### src/rtl/zipbus_fairarb_pkg.sv
// Shared owner-state encoding for the two-master bus arbiter.
// No logic, so no latency or backpressure of its own.
package zipbus_fairarb_pkg;

    typedef enum logic [1:0] {
        IDLE  = 2'b00,
        OWN_A = 2'b01,
        OWN_B = 2'b10
    } owner_t;

endpackage

### src/rtl/zipbus_fairarb.sv
// Shares one pipelined Wishbone bus between data (A, priority) and fetch (B); grant takes one cycle.
// The owner sees the bus stall directly, and the non-owner is held stalled until ownership moves at a cyc boundary.
module zipbus_fairarb
    import zipbus_fairarb_pkg::*;
#(
    parameter int AW       = 30,
    parameter int DW       = 32,
    parameter int LGSTARVE = 4,
    parameter int LGDEPTH  = 5
) (
    input  logic            i_clk,
    input  logic            i_reset,
    input  logic            i_a_cyc,
    input  logic            i_a_stb,
    input  logic            i_a_we,
    input  logic [AW-1:0]   i_a_addr,
    input  logic [DW-1:0]   i_a_data,
    input  logic [DW/8-1:0] i_a_sel,
    output logic            o_a_stall,
    output logic            o_a_ack,
    output logic            o_a_err,
    input  logic            i_b_cyc,
    input  logic            i_b_stb,
    input  logic            i_b_we,
    input  logic [AW-1:0]   i_b_addr,
    input  logic [DW-1:0]   i_b_data,
    input  logic [DW/8-1:0] i_b_sel,
    output logic            o_b_stall,
    output logic            o_b_ack,
    output logic            o_b_err,
    output logic            o_wb_cyc,
    output logic            o_wb_stb,
    output logic            o_wb_we,
    output logic [AW-1:0]   o_wb_addr,
    output logic [DW-1:0]   o_wb_data,
    output logic [DW/8-1:0] o_wb_sel,
    input  logic            i_wb_stall,
    input  logic            i_wb_ack,
    input  logic            i_wb_err,
    output logic            o_b_starved
);

    localparam logic [LGSTARVE-1:0] STARVE_MAX = '1;
    localparam logic [LGDEPTH-1:0]  DEPTH_MAX  = '1;

    owner_t              owner_q, owner_d;
    logic [LGSTARVE-1:0] starve_q, starve_d;
    logic [LGDEPTH-1:0]  outst_q, outst_d;
    logic                own_a, own_b, own_cyc, own_stb, accept, ack_ok;

    assign o_b_starved = (starve_q == STARVE_MAX);

    always_ff @(posedge i_clk or posedge i_reset) begin
        if (i_reset) begin
            owner_q  <= IDLE;
            starve_q <= '0;
            outst_q  <= '0;
        end else begin
            owner_q  <= owner_d;
            starve_q <= starve_d;
            outst_q  <= outst_d;
        end
    end

    // An asserted owner cyc is never preempted, so bus locks survive.
    always_comb begin
        owner_d = owner_q;
        case (owner_q)
            IDLE: begin
                if (i_a_cyc && !(i_b_cyc && o_b_starved))
                    owner_d = OWN_A;
                else if (i_b_cyc)
                    owner_d = OWN_B;
            end
            OWN_A: if (!i_a_cyc) owner_d = i_b_cyc ? OWN_B : IDLE;
            OWN_B: if (!i_b_cyc) owner_d = i_a_cyc ? OWN_A : IDLE;
            default: owner_d = IDLE;
        endcase
    end

    always_comb begin
        own_a     = (owner_q == OWN_A);
        own_b     = (owner_q == OWN_B);
        own_cyc   = (own_a & i_a_cyc) | (own_b & i_b_cyc);
        own_stb   = (own_a & i_a_stb) | (own_b & i_b_stb);
        o_wb_cyc  = own_cyc;
        o_wb_stb  = own_cyc & own_stb;
        o_wb_we   = own_b ? i_b_we   : i_a_we;
        o_wb_addr = own_b ? i_b_addr : i_a_addr;
        o_wb_data = own_b ? i_b_data : i_a_data;
        o_wb_sel  = own_b ? i_b_sel  : i_a_sel;
        accept    = o_wb_stb & ~i_wb_stall;
        ack_ok    = own_cyc & i_wb_ack & (outst_q != '0);
        o_a_stall = own_a ? i_wb_stall : 1'b1;
        o_b_stall = own_b ? i_wb_stall : 1'b1;
        o_a_ack   = own_a & ack_ok;
        o_b_ack   = own_b & ack_ok;
        o_a_err   = own_a & own_cyc & i_wb_err;
        o_b_err   = own_b & own_cyc & i_wb_err;
    end

    always_comb begin
        starve_d = starve_q;
        if (!i_b_cyc || (owner_d == OWN_B && owner_q != OWN_B))
            starve_d = '0;
        else if (owner_q != OWN_B && starve_q != STARVE_MAX)
            starve_d = starve_q + LGSTARVE'(1);
    end

    // Any cycle abort or hand-over forgets pending requests so stale acks are dropped.
    always_comb begin
        outst_d = outst_q;
        if (i_wb_err || !own_cyc || owner_d != owner_q)
            outst_d = '0;
        else if (accept && !ack_ok)
            outst_d = outst_q + LGDEPTH'(1);
        else if (!accept && ack_ok)
            outst_d = outst_q - LGDEPTH'(1);
    end

    a_no_overflow: assert property (@(posedge i_clk) disable iff (i_reset)
        !(outst_q == DEPTH_MAX && accept && !ack_ok));

endmodule
### config.mk
export PLATFORM = sky130hd
export DESIGN_NAME = zipbus_fairarb
export DESIGN_NICKNAME = d
export VERILOG_FILES = /design/src/rtl/zipbus_fairarb_pkg.sv /design/src/rtl/zipbus_fairarb.sv
export SDC_FILE = /design/constraint.sdc
export NUM_CORES = 1
export LEC_CHECK = 0
export BUFFER_PORTS_ARGS = -buffer_cell sky130_fd_sc_hd__buf_2
export CORE_AREA = 3 3 83 85
export DETAILED_ROUTE_END_ITERATION = 7
export DIE_AREA = 0 0 86 88
export PLACE_DENSITY = 0.78
export SLEW_MARGIN = 10
export SYNTH_ARGS = -nofsm -noshare
export SYNTH_HDL_FRONTEND = slang
export SYNTH_SLANG_ARGS = --single-unit
### constraint.sdc
create_clock -name i_clk -period 4.6 [get_ports i_clk]
set_input_delay 0.92 -clock i_clk [delete_from_list [all_inputs] [get_ports i_clk]]
set_output_delay 0.92 -clock i_clk [all_outputs]
set_load 0.05 [all_outputs]
### Word-level counts from Yosys, hierarchy flattened

Cells that the tools add are included.

* input port bits: 143
* logic and storage cells: 66
* register bits: 11
* output and inout port bits: 76

* bitwise operators: 17
* reduce and logical (&&, ||, !) cells: 18
* $add $sub $neg: 3
* mux-type cells: 18
* equal/unequal tests: 7

Operator list (count)
* 2-to-1 mux 32 bit: 1
* 2-to-1 mux 30 bit: 1
* 2-to-1 mux 5 bit: 3
* bitwise AND 1 bit: 14
* 2-to-1 mux 4 bit: 3
* 2-to-1 mux 2 bit: 5
* logical AND 1 bit: 6
* case mux 2 bit (3 select lines): 1
* adder 5 x 1 -> 5 bit, second input constant: 1
* logical NOT 1 bit: 5
* nonzero test 5 bit: 1
* subtractor 5 x 1 -> 5 bit, second input constant: 1
* adder 4 x 1 -> 4 bit, second input constant: 1
* == test 2 bit, second input constant: 2
* == test 4 bit, second input constant: 1
* 2-to-1 mux 1 bit: 4
* inequality test 4 bit, second input constant: 1
* logical OR 1 bit: 3
* nonzero test 3 bit: 1
* == test 2 x 1 -> 1 bit, second input constant: 1
* logical NOT 2 bit: 1
* inequality test 2 bit: 1
* inequality test 2 bit, second input constant: 1
* bitwise OR 1 bit: 2
* other kinds (2): 2

### Depth between registers and ports, before layout

Gate-level depths: netlist of run 1.

* word-level depth: 10
* mapped depth: 13
* gate-level depth less buffers: 11

### Least setup slack after synthesis of run 1

OpenSTA, ideal clock, no wires.

* kind: input -> output
* start point: in i_a_cyc
* end point: out o_a_ack
* required time: 3.680 ns
* setup slack: 1.069 ns
* cell stages on the path: 4
* buffers on the path: 0
* arrival time: 2.611 ns
* path through: nand3b_1 -> nand2_2 -> o211ai_2 -> nor3b_1

* word-level cells in the longest chain between the ends: 5

RTL lines
* start, declared: line zipbus_fairarb.sv:13 `input logic i_a_cyc,`
* bitwise AND 1 bit: line zipbus_fairarb.sv:84 `own_cyc = (own_a & i_a_cyc) | (own_b & i_b_cyc);`
* bitwise OR 1 bit: line zipbus_fairarb.sv:84
* named net o_wb_cyc: line zipbus_fairarb.sv:31 `output logic o_wb_cyc,`
* bitwise AND 1 bit (2 in a row): line zipbus_fairarb.sv:93 `ack_ok = own_cyc & i_wb_ack & (outst_q != '0);`
* bitwise AND 1 bit: line zipbus_fairarb.sv:96 `o_a_ack = own_a & ack_ok;`
* end, declared: line zipbus_fairarb.sv:20 `output logic o_a_ack,`

The timed path passes the listed nets, and every way through them passes these cells.

### Worst setup path in the final report of run 1

* start point: reg owner_q[1]
* end point: out o_wb_data[28]

* word-level cells in the longest chain between the ends: 2

RTL lines
* start, declared: line zipbus_fairarb.sv:46 `owner_t owner_q, owner_d;`
* start signal, assigned: line zipbus_fairarb.sv:59 `owner_q <= owner_d;`
* == test 2 bit: line zipbus_fairarb.sv:83 `own_b = (owner_q == OWN_B);`
* 2-to-1 mux 32 bit: line zipbus_fairarb.sv:90 `o_wb_data = own_b ? i_b_data : i_a_data;`
* end, declared: line zipbus_fairarb.sv:35 `output logic [DW-1:0] o_wb_data,`

No other way between the ends.

==> impl_metrics.tcl, run 1 <==
set metrics [dict create \
    setup_viol 0 \
    drtIter0Drc 91 \
    grt-busiest-layer "met2" \
    insertion_delay_ns 0.24 \
    max_slew.worst_pin.slew_ns 0.710 \
    fin_ws_ns 1.25 \
    dp_slack_ns 1.46 \
    cp-endpoint "o_wb_data[28]" \
    final_area_um2 2790 \
    die_y_um 88 \
    rows 29 \
    post_cts_resized 0 \
    whs_ns 0.551 \
    clockBufferDepth 2 \
    hold_viol_final 0 \
    irDropWorstVdd_v 0.000193 \
    cp_max_fo 40 \
    post_cts_buffers 0 \
    grt_use_total 0.185 \
    power.density_nw_per_um2 228 \
    synth_area_leaders "nand2_1, dfrtp_1, buf_2, ha_1, nor2_1" \
    drive_above_1_share 0.449 \
    core-area_um2 6280 \
    worst_setup_path_start_kind "flip-flop" \
    yosysMostFrequentCell "nand2_1" \
    synth_area_per_cell_um2 5.37 \
    report.final.slew_viol_count 0 \
    final_core_util 0.444 \
    synth_cell_type_count 34 \
    hold_class "reg -> reg" \
    status "finished, final reports clean" \
    grt-ovfl-total 0 \
    cts_tree "yes" \
    crit_start "owner_q[1]" \
    use_met1 0.249 \
    wl_per_cell_um 12.8 \
    reg2reg_slack_ns 1.44 \
    syn-num-nets 456 \
    dieArea_um2 7570 \
    root_buffer "clkbuf_8" \
    grt_pass1_vias 2278 \
    synth_top_area_cell "nand2_1" \
    die_w_um 86 \
    max_slew_margin 0.525 \
    grt_max_degree 70 \
    fin_crit_ns 3.35 \
    fin_nets 662 \
    grt_pass1_wl_um 11300 \
    async_flop_share 1.00 \
    r2r_start "owner_q[1]" \
    cts.htree.levels 1 \
    drt-vias-per-instance 4.43 \
    synthTopCellsByCount "nand2_1, buf_2, dfrtp_1, nor2_1, a21oi_1" \
    crit_arrival_ns 2.43 \
    cts_hold_buf 0 \
    yosysSeqAreaShare 0.167 \
    syn_inst 307 \
    grtUsageMet3 0.0282 \
    period_share 0.728 \
    dp_hpwl_um 6400 \
    grtUsageMet2 0.317 \
    min_path_cells 2 \
    ys_ff_latch 11 \
    end_kind "output pin" \
    synth_area_um2 1650 \
    yosysTopAreaCellShare 0.469 \
    antenna_cells 0 \
    required_ns 3.68 \
    tns_ns 0 \
    place_congestion 0.862 \
    rsz0062_at_grt "no" \
    area_delta_synth_final_pct 69.2 \
    ys_warn_count 0 \
    drc 0 \
    clock.fmax_mhz 299 \
    hp-start "outst_q[4]" \
    vias 2610 \
    boundaryPins 219 \
    placed_area_um2 2740 \
    timing.rr.end "outst_q[3]" \
    buffer_ports.inserted 218 \
    antenna_left 0 \
    routed_wl_um 7570 \
    rr_worst_depth 11 \
    cap_violations 0 \
    cts_buffers 3 \
    clkSinkCount 11 \
    path_class "reg -> out" \
    total_leakage_power_nw 1.86 \
    clkTransAtPathRegs_ns 0.05 \
    firstDrtPassIters 6 \
    synth-edff-count 0 \
    grt_antenna_before_repair 0 \
    initial_core_util 0.263 \
    ys.flop_type "dfrtp_1" \
    finClkSkew_ns 0.00186 \
]
==> cells by family (layout without fill, tap and decap cells) <==
kind of cell             count (synthesis)  in the layout  synth area share
XOR/XNOR                                 4              4            0.0212
flip-flops                              11             11             0.167
multiplexers                             2              2            0.0121
AO/OA/AOI/OAI                           17             17            0.0698
buffers and inverters                   23            228            0.0789
AND/OR/NAND/NOR                        244            244             0.601
adder cells (fa/ha/maj)                  6              6            0.0501
==> worst min-delay path by stage <==
stage                             to  slack [ns]
after floorplan           outst_q[2]        0.50
after global placement    outst_q[4]        0.52
after detailed placement  outst_q[4]        0.55
after CTS                 outst_q[4]        0.56
after global routing      outst_q[4]        0.58
final                     outst_q[4]        0.55
==> layout by cell type, fill, tap and decap left out, types with 3 or more instances in the layout <==
cell type / instances
nand2_1: 206
dfrtp_1: 11
inv_1: 4
buf_2: 218
nor2_1: 11
ha_1: 5
a21oi_1: 7
nand2b_1: 4
nand3_1: 6
clkbuf_8: 3
==> state kept, by name, summed over array words and instances (netlist names) <==
name,count
outst_q,5
starve_q,4
owner_q,2
==> area by class of cell <==
class	instances	area, um^2
repair buffers	220	1110
clock buffers	3	41.3
multi-input cells	273	1250
clock inverters	1	5.00
flip-flops and latches	11	275
fillers	659	3490
well taps	77	96.3
inverters	4	15.0
==> power breakdown <==
| group | leakage, nW | internal [W] | switching, W |
|---|---|---|---|
| logic | 1.69 | 0.000118 | 0.000315 |
| clock network | 0.0255 | 0.0000595 | 0.0000361 |
| registers | 0.149 | 0.000100 | 0.00000575 |
| total | 1.86 | 0.000278 | 0.000357 |
==> stage by stage <==
step / std cells / total power [W]
final: 589 / 0.000635
after global routing: 589 / 0.000674
after CTS: 589 / 0.000640
after detailed placement: 585 / 0.000541
after global placement: 585 / 0.000538
after floorplan: 307 / 0.000413
==> layer usage <==
layer,share of wire,wire [um],vias to the layer above
li1,-,-,1362
met4,0.0066,50,0
met5,0,0,-
met2,0.49,3710,112
met3,0.074,559,6
met1,0.43,3250,1130
==> critical path, cell delays in order, from the launching register on <==
cell     delay [ns]
dfrtp_1        0.53
nor2b_4        0.67
buf_4          0.49
nand2_1        0.13
nand2_1        0.07
buf_2          0.26
No activity file was read; power rests on OpenSTA's default activity.
==> inputs of run 2 (changes only) <==
==> constraint.sdc (replaced) <==
create_clock -name i_clk -period 3.3 [get_ports i_clk]
set_input_delay 0.66 -clock i_clk [delete_from_list [all_inputs] [get_ports i_clk]]
set_output_delay 0.66 -clock i_clk [all_outputs]
set_load 0.05 [all_outputs]
==> impl_metrics.tcl, run 2 (same netlist as run 1, synthesis figures left out) <==
set metrics [dict create \
    status "finished, final reports clean" \
    drive_above_1_share 0.448 \
    grt_pass1_vias 2249 \
    antenna_cells 0 \
    finClkSkew_ns 0.00175 \
    antenna_left 0 \
    buffer_ports.inserted 218 \
    fin_ws_ns 0.562 \
    irDropWorstVdd_v 0.000250 \
    die_y_um 88 \
    drt-vias-per-instance 4.41 \
    firstDrtPassIters 4 \
    required_ns 2.64 \
    drtIter0Drc 97 \
    clockBufferDepth 2 \
    drc 0 \
    largest_register_ffs 5 \
    clkTransAtPathRegs_ns 0.05 \
    routed_wl_um 7380 \
    area_delta_synth_final_pct 70.0 \
    max_slew_margin 0.586 \
    initial_core_util 0.263 \
    cts_buffers 3 \
    cts_tree "yes" \
    whs_ns 0.419 \
    wl_per_cell_um 12.5 \
    grt_use_total 0.172 \
    grt_pass1_wl_um 10600 \
    dieArea_um2 7570 \
    insertion_delay_ns 0.24 \
    clock.fmax_mhz 365 \
    hold_class "in -> async" \
    period_share 0.830 \
    largest_register "outst_q" \
    path_class "reg -> out" \
    cap_violations 0 \
    vias 2601 \
    fin_crit_ns 2.74 \
    end_kind "output pin" \
    total_leakage_power_nw 1.87 \
    final_common_cell "buf_2" \
    rsz0062_at_grt "no" \
    placed_cells 586 \
    grt_max_degree 42 \
    reg_top3 "outst_q (5), starve_q (4), owner_q (2)" \
    grt_antenna_before_repair 0 \
    rows 29 \
    crit_arrival_ns 2.08 \
    clkSinkCount 11 \
    power.density_nw_per_um2 316 \
    cts.htree.levels 1 \
    setup_viol 0 \
    post_cts_buffers 0 \
    place_congestion 0.899 \
    dp_slack_ns 0.662 \
    layout_common_cells "buf_2, nand2_1, nor2_1, dfrtp_1, a21oi_1" \
    cp_max_fo 41 \
    cts_hold_buf 0 \
    final_cells 590 \
    max_slew.worst_pin.slew_ns 0.621 \
    tns_ns 0 \
    fin_nets 663 \
    core-area_um2 6280 \
    root_buffer "clkbuf_8" \
    dp_hpwl_um 6230 \
    post_cts_resized 0 \
    worst_setup_path_start_kind "flip-flop" \
    grt-ovfl-total 0 \
    boundaryPins 219 \
    report.final.slew_viol_count 0 \
    hold_viol_final 0 \
    die_w_um 86 \
]
==> run 2: path summary, 6_finish.rpt <==
| kind | startpoint | slack, ns | end | depth (start not counted) |
|---|---|---|---|---|
| min in group i_clk | starve_q[1] | 0.56 | starve_q[1] | 2 |
| hold reg to reg | starve_q[1] | 0.56 | starve_q[1] | 2 |
| hold / removal | i_reset | 0.42 | owner_q[1] | 2 |
| setup reg to reg | outst_q[1] | 0.67 | outst_q[3] | 9 |
| max in group asynchronous | i_reset | 2.57 | starve_q[2] | 2 |
| setup / recovery | owner_q[0] | 0.56 | o_wb_addr[2] | 5 |
==> run 2: layout make-up <==
class                      instances  area (um^2)
tap                               77         96.3
fill                             659         3470
inverter                           4         15.0
sequential                        11          275
timing repair buffer             221         1130
multi-input combinational        273         1250
clock buffer                       4         45.0
==> run 2: report_power, final <==
| part | internal, W | switching (W) | total (W) |
|---|---|---|---|
| Clock | 0.0000847 | 0.0000493 | 0.000134 |
| Sequential | 0.000140 | 0.00000787 | 0.000148 |
| Combinational | 0.000167 | 0.000439 | 0.000606 |
==> run 2: critical path, cell delays in order, from the launching register on <==
cell,delay [ns]
dfrtp_1,0.52
nand2b_2,0.59
buf_12,0.28
nand2_1,0.07
nand2_1,0.09
buf_2,0.27
==> run 2: metal layers <==
layer | vias to the layer above | wire [um] | track usage
li1 | 1361 | - | -
met2 | 125 | 3620 | 0.304
met4 | 0 | 64 | 0.0331
met3 | 8 | 843 | 0.0593
met1 | 1107 | 2860 | 0.203
met5 | - | 0 | 0
==> run 2: metrics by stage <==
step	area (um^2)	total power [W]	util
2_1_floorplan	1650	0.000575	-
3_3_place_gp	2760	0.000753	0.440
3_5_place_dp	2760	0.000757	0.440
4_1_cts	2800	0.000896	0.447
5_1_grt	2800	0.000938	0.447
6_report	2800	0.000887	0.447
==> inputs of run 3 (changes only) <==
--- a/config.mk
+++ b/config.mk
@@ -5,6 +5,7 @@
 export SDC_FILE = /design/constraint.sdc
 export NUM_CORES = 1
 export LEC_CHECK = 0
+export ABC_AREA = 1
 export BUFFER_PORTS_ARGS = -buffer_cell sky130_fd_sc_hd__buf_2
 export CORE_AREA = 3 3 83 85
 export DETAILED_ROUTE_END_ITERATION = 7
==> constraint.sdc (replaced) <==
create_clock -name i_clk -period 2.85 [get_ports i_clk]
set_input_delay 0.57 -clock i_clk [delete_from_list [all_inputs] [get_ports i_clk]]
set_output_delay 0.57 -clock i_clk [all_outputs]
set_load 0.05 [all_outputs]
==> impl_metrics.tcl, run 3 <==
set metrics [dict create \
    die_w_um 86 \
    path_class "reg -> out" \
    drc 0 \
    async_flop_share 1.00 \
    core-area_um2 6280 \
    root_buffer "clkbuf_8" \
    clkTransAtPathRegs_ns 0.05 \
    final_common_cell "nand2_1" \
    synth-edff-count 0 \
    cp_max_fo 44 \
    hold_viol_final 0 \
    r2r_start "owner_q[0]" \
    synth_area_um2 1640 \
    max_slew_margin 0.716 \
    dieArea_um2 7570 \
    grt_max_degree 45 \
    fin_nets 695 \
    wl_per_cell_um 11.8 \
    post_cts_resized 0 \
    syn-num-nets 483 \
    drtIter0Drc 101 \
    synthTopCellsByCount "nand2_1, nand3_1, inv_1" \
    crit_buf_inv 3 \
    reg_top3 "outst_q (5), starve_q (4), owner_q (2)" \
    grtUsageMet3 0.0499 \
    clkSinkCount 11 \
    cts_buffers 3 \
    insertion_delay_ns 0.24 \
    finClkSkew_ns 0.00600 \
    total_leakage_power_nw 1.98 \
    die_y_um 88 \
    ys.flop_type "dfrtp_1" \
    grt-ovfl-total 0 \
    crit_start "owner_q[0]" \
    cts_tree "yes" \
    max_stage_delay_ns 0.44 \
    dp_slack_ns 0.499 \
    grt-busiest-layer "met2" \
    tns_ns 0 \
    yosysSeqAreaShare 0.168 \
    critPathMostFrequentCell "nand2_1" \
    synth_top_area_cell "nand2_1" \
    cts.htree.levels 1 \
    synth_area_per_cell_um2 4.91 \
    final_core_util 0.454 \
    antenna_cells 0 \
    largest_register_ffs 5 \
    end_kind "output pin" \
    hold_class "in -> async" \
    syn_inst 334 \
    yosysMostFrequentCell "nand2_1" \
    period_share 0.883 \
    firstDrtPassIters 4 \
    cts_hold_buf 0 \
    crit_chain "inv_2 > nand2_4 > buf_4 > nand2_1 > nand2_1 > buf_2" \
    drive_above_1_share 0.420 \
    area_delta_synth_final_pct 73.8 \
    clock.fmax_mhz 397 \
    ys_warn_count 0 \
    required_ns 2.28 \
    antenna_left 0 \
    irDropWorstVdd_v 0.000623 \
    status "finished, final reports clean" \
    report.final.slew_viol_count 0 \
    buffer_ports.inserted 218 \
    routed_wl_um 7370 \
    layout_common_cells "nand2_1, buf_2, nand3_1" \
    yosysTopAreaCellShare 0.538 \
    place_congestion 0.838 \
    cap_violations 0 \
    clockBufferDepth 2 \
    boundaryPins 219 \
    grtUsageMet2 0.282 \
    fin_ws_ns 0.334 \
    grt_antenna_before_repair 0 \
    grt_pass1_vias 2119 \
    vias 2678 \
    crit_path_top_delay_cell "buf_4" \
    synth_area_leaders "nand2_1, dfrtp_1, nand3_1, inv_1, ha_1" \
    post_cts_buffers 0 \
    path_delay_family "buffers and inverters" \
    ys_ff_latch 11 \
    synth_cell_type_count 23 \
    dp_hpwl_um 6150 \
    max_slew.worst_pin.slew_ns 0.426 \
    power.density_nw_per_um2 1060 \
    drt-vias-per-instance 4.31 \
    worst_setup_path_start_kind "flip-flop" \
    rsz0062_at_grt "no" \
    setup_viol 0 \
    grt_use_total 0.164 \
    fin_crit_ns 2.52 \
    use_met1 0.205 \
    crit_arrival_ns 1.95 \
    grt_pass1_wl_um 10100 \
    rows 29 \
    initial_core_util 0.261 \
    largest_register "outst_q" \
]
run 3: cell types whose count changed after synthesis, moves of 3 or more:
cell      previous run  this run
nand3_1              6        18
a21oi_1              7         3
inv_1                4        17
nand2_1            206       235
nand2b_1             5         0
inv_2                0         3
nor2_1              11        15
run 3: stage by stage:
step	hold slack [ns]	total power (W)	std cells	area (um^2)
after floorplan	0.422	0.00225	334	1640
final	0.308	0.00302	622	2850
after CTS	0.328	0.00304	622	2850
after global placement	0.511	0.00286	618	2810
after detailed placement	0.507	0.00287	618	2810
after global routing	0.357	0.00322	622	2850
run 3: final timing paths:
kind                                end  slack [ns]  depth (start not counted)
min in group i_clk           outst_q[4]        0.51                          2
hold / removal              starve_q[1]        0.31                          2
max in group asynchronous    owner_q[1]        2.24                          2
hold reg to reg              outst_q[4]        0.51                          2
setup / recovery           o_wb_data[0]        0.33                          6
setup reg to reg             outst_q[4]        0.51                         16
run 3: logic make-up (layout without fill, tap and decap cells):
family                   Yosys count  in the layout  synth area share
AO/OA/AOI/OAI                      8              8            0.0305
XOR/XNOR                           3              3            0.0160
adder cells (fa/ha/maj)            6              6            0.0503
buffers and inverters             34            245            0.0908
flip-flops                        11             11             0.168
AND/OR/NAND/NOR                  272            272             0.645
run 3: cell type report:
type | count | area [um^2]
tap | 77 | 96.3
clock buffer | 4 | 45.0
timing repair buffer | 221 | 1140
inverter | 20 | 75.1
fill | 676 | 3430
sequential | 11 | 275
multi-input combinational | 289 | 1220
run 3: power by group:
| part | internal (W) | switching (W) | total [W] |
|---|---|---|---|
| registers | 0.000186 | 0.0000361 | 0.000222 |
| logic | 0.000588 | 0.00205 | 0.00264 |
| clock network | 0.0000986 | 0.0000642 | 0.000163 |
| total | 0.000873 | 0.00215 | 0.00302 |
run 3: worst register-to-register path, cell delays in order, from the launching register on:
cell     delay (ns)
dfrtp_1        0.42
inv_2          0.13
nand2_4        0.19
inv_2          0.12
nand2_1        0.06
nand2_1        0.06
nand2_1        0.06
nor2_1         0.09
ha_1           0.18
inv_1          0.11
fa_1           0.42
nand3_1        0.13
nand2_1        0.06
nand2_1        0.06
nand2_1        0.04
nand3_1        0.06
nand2_1        0.05
run 3: metal layers:
layer / up-vias / part of all wire
li1: 1428 / -
met1: 1118 / 0.40
met2: 125 / 0.49
met3: 7 / 0.11
met4: 0 / 0.0069
met5: - / 0
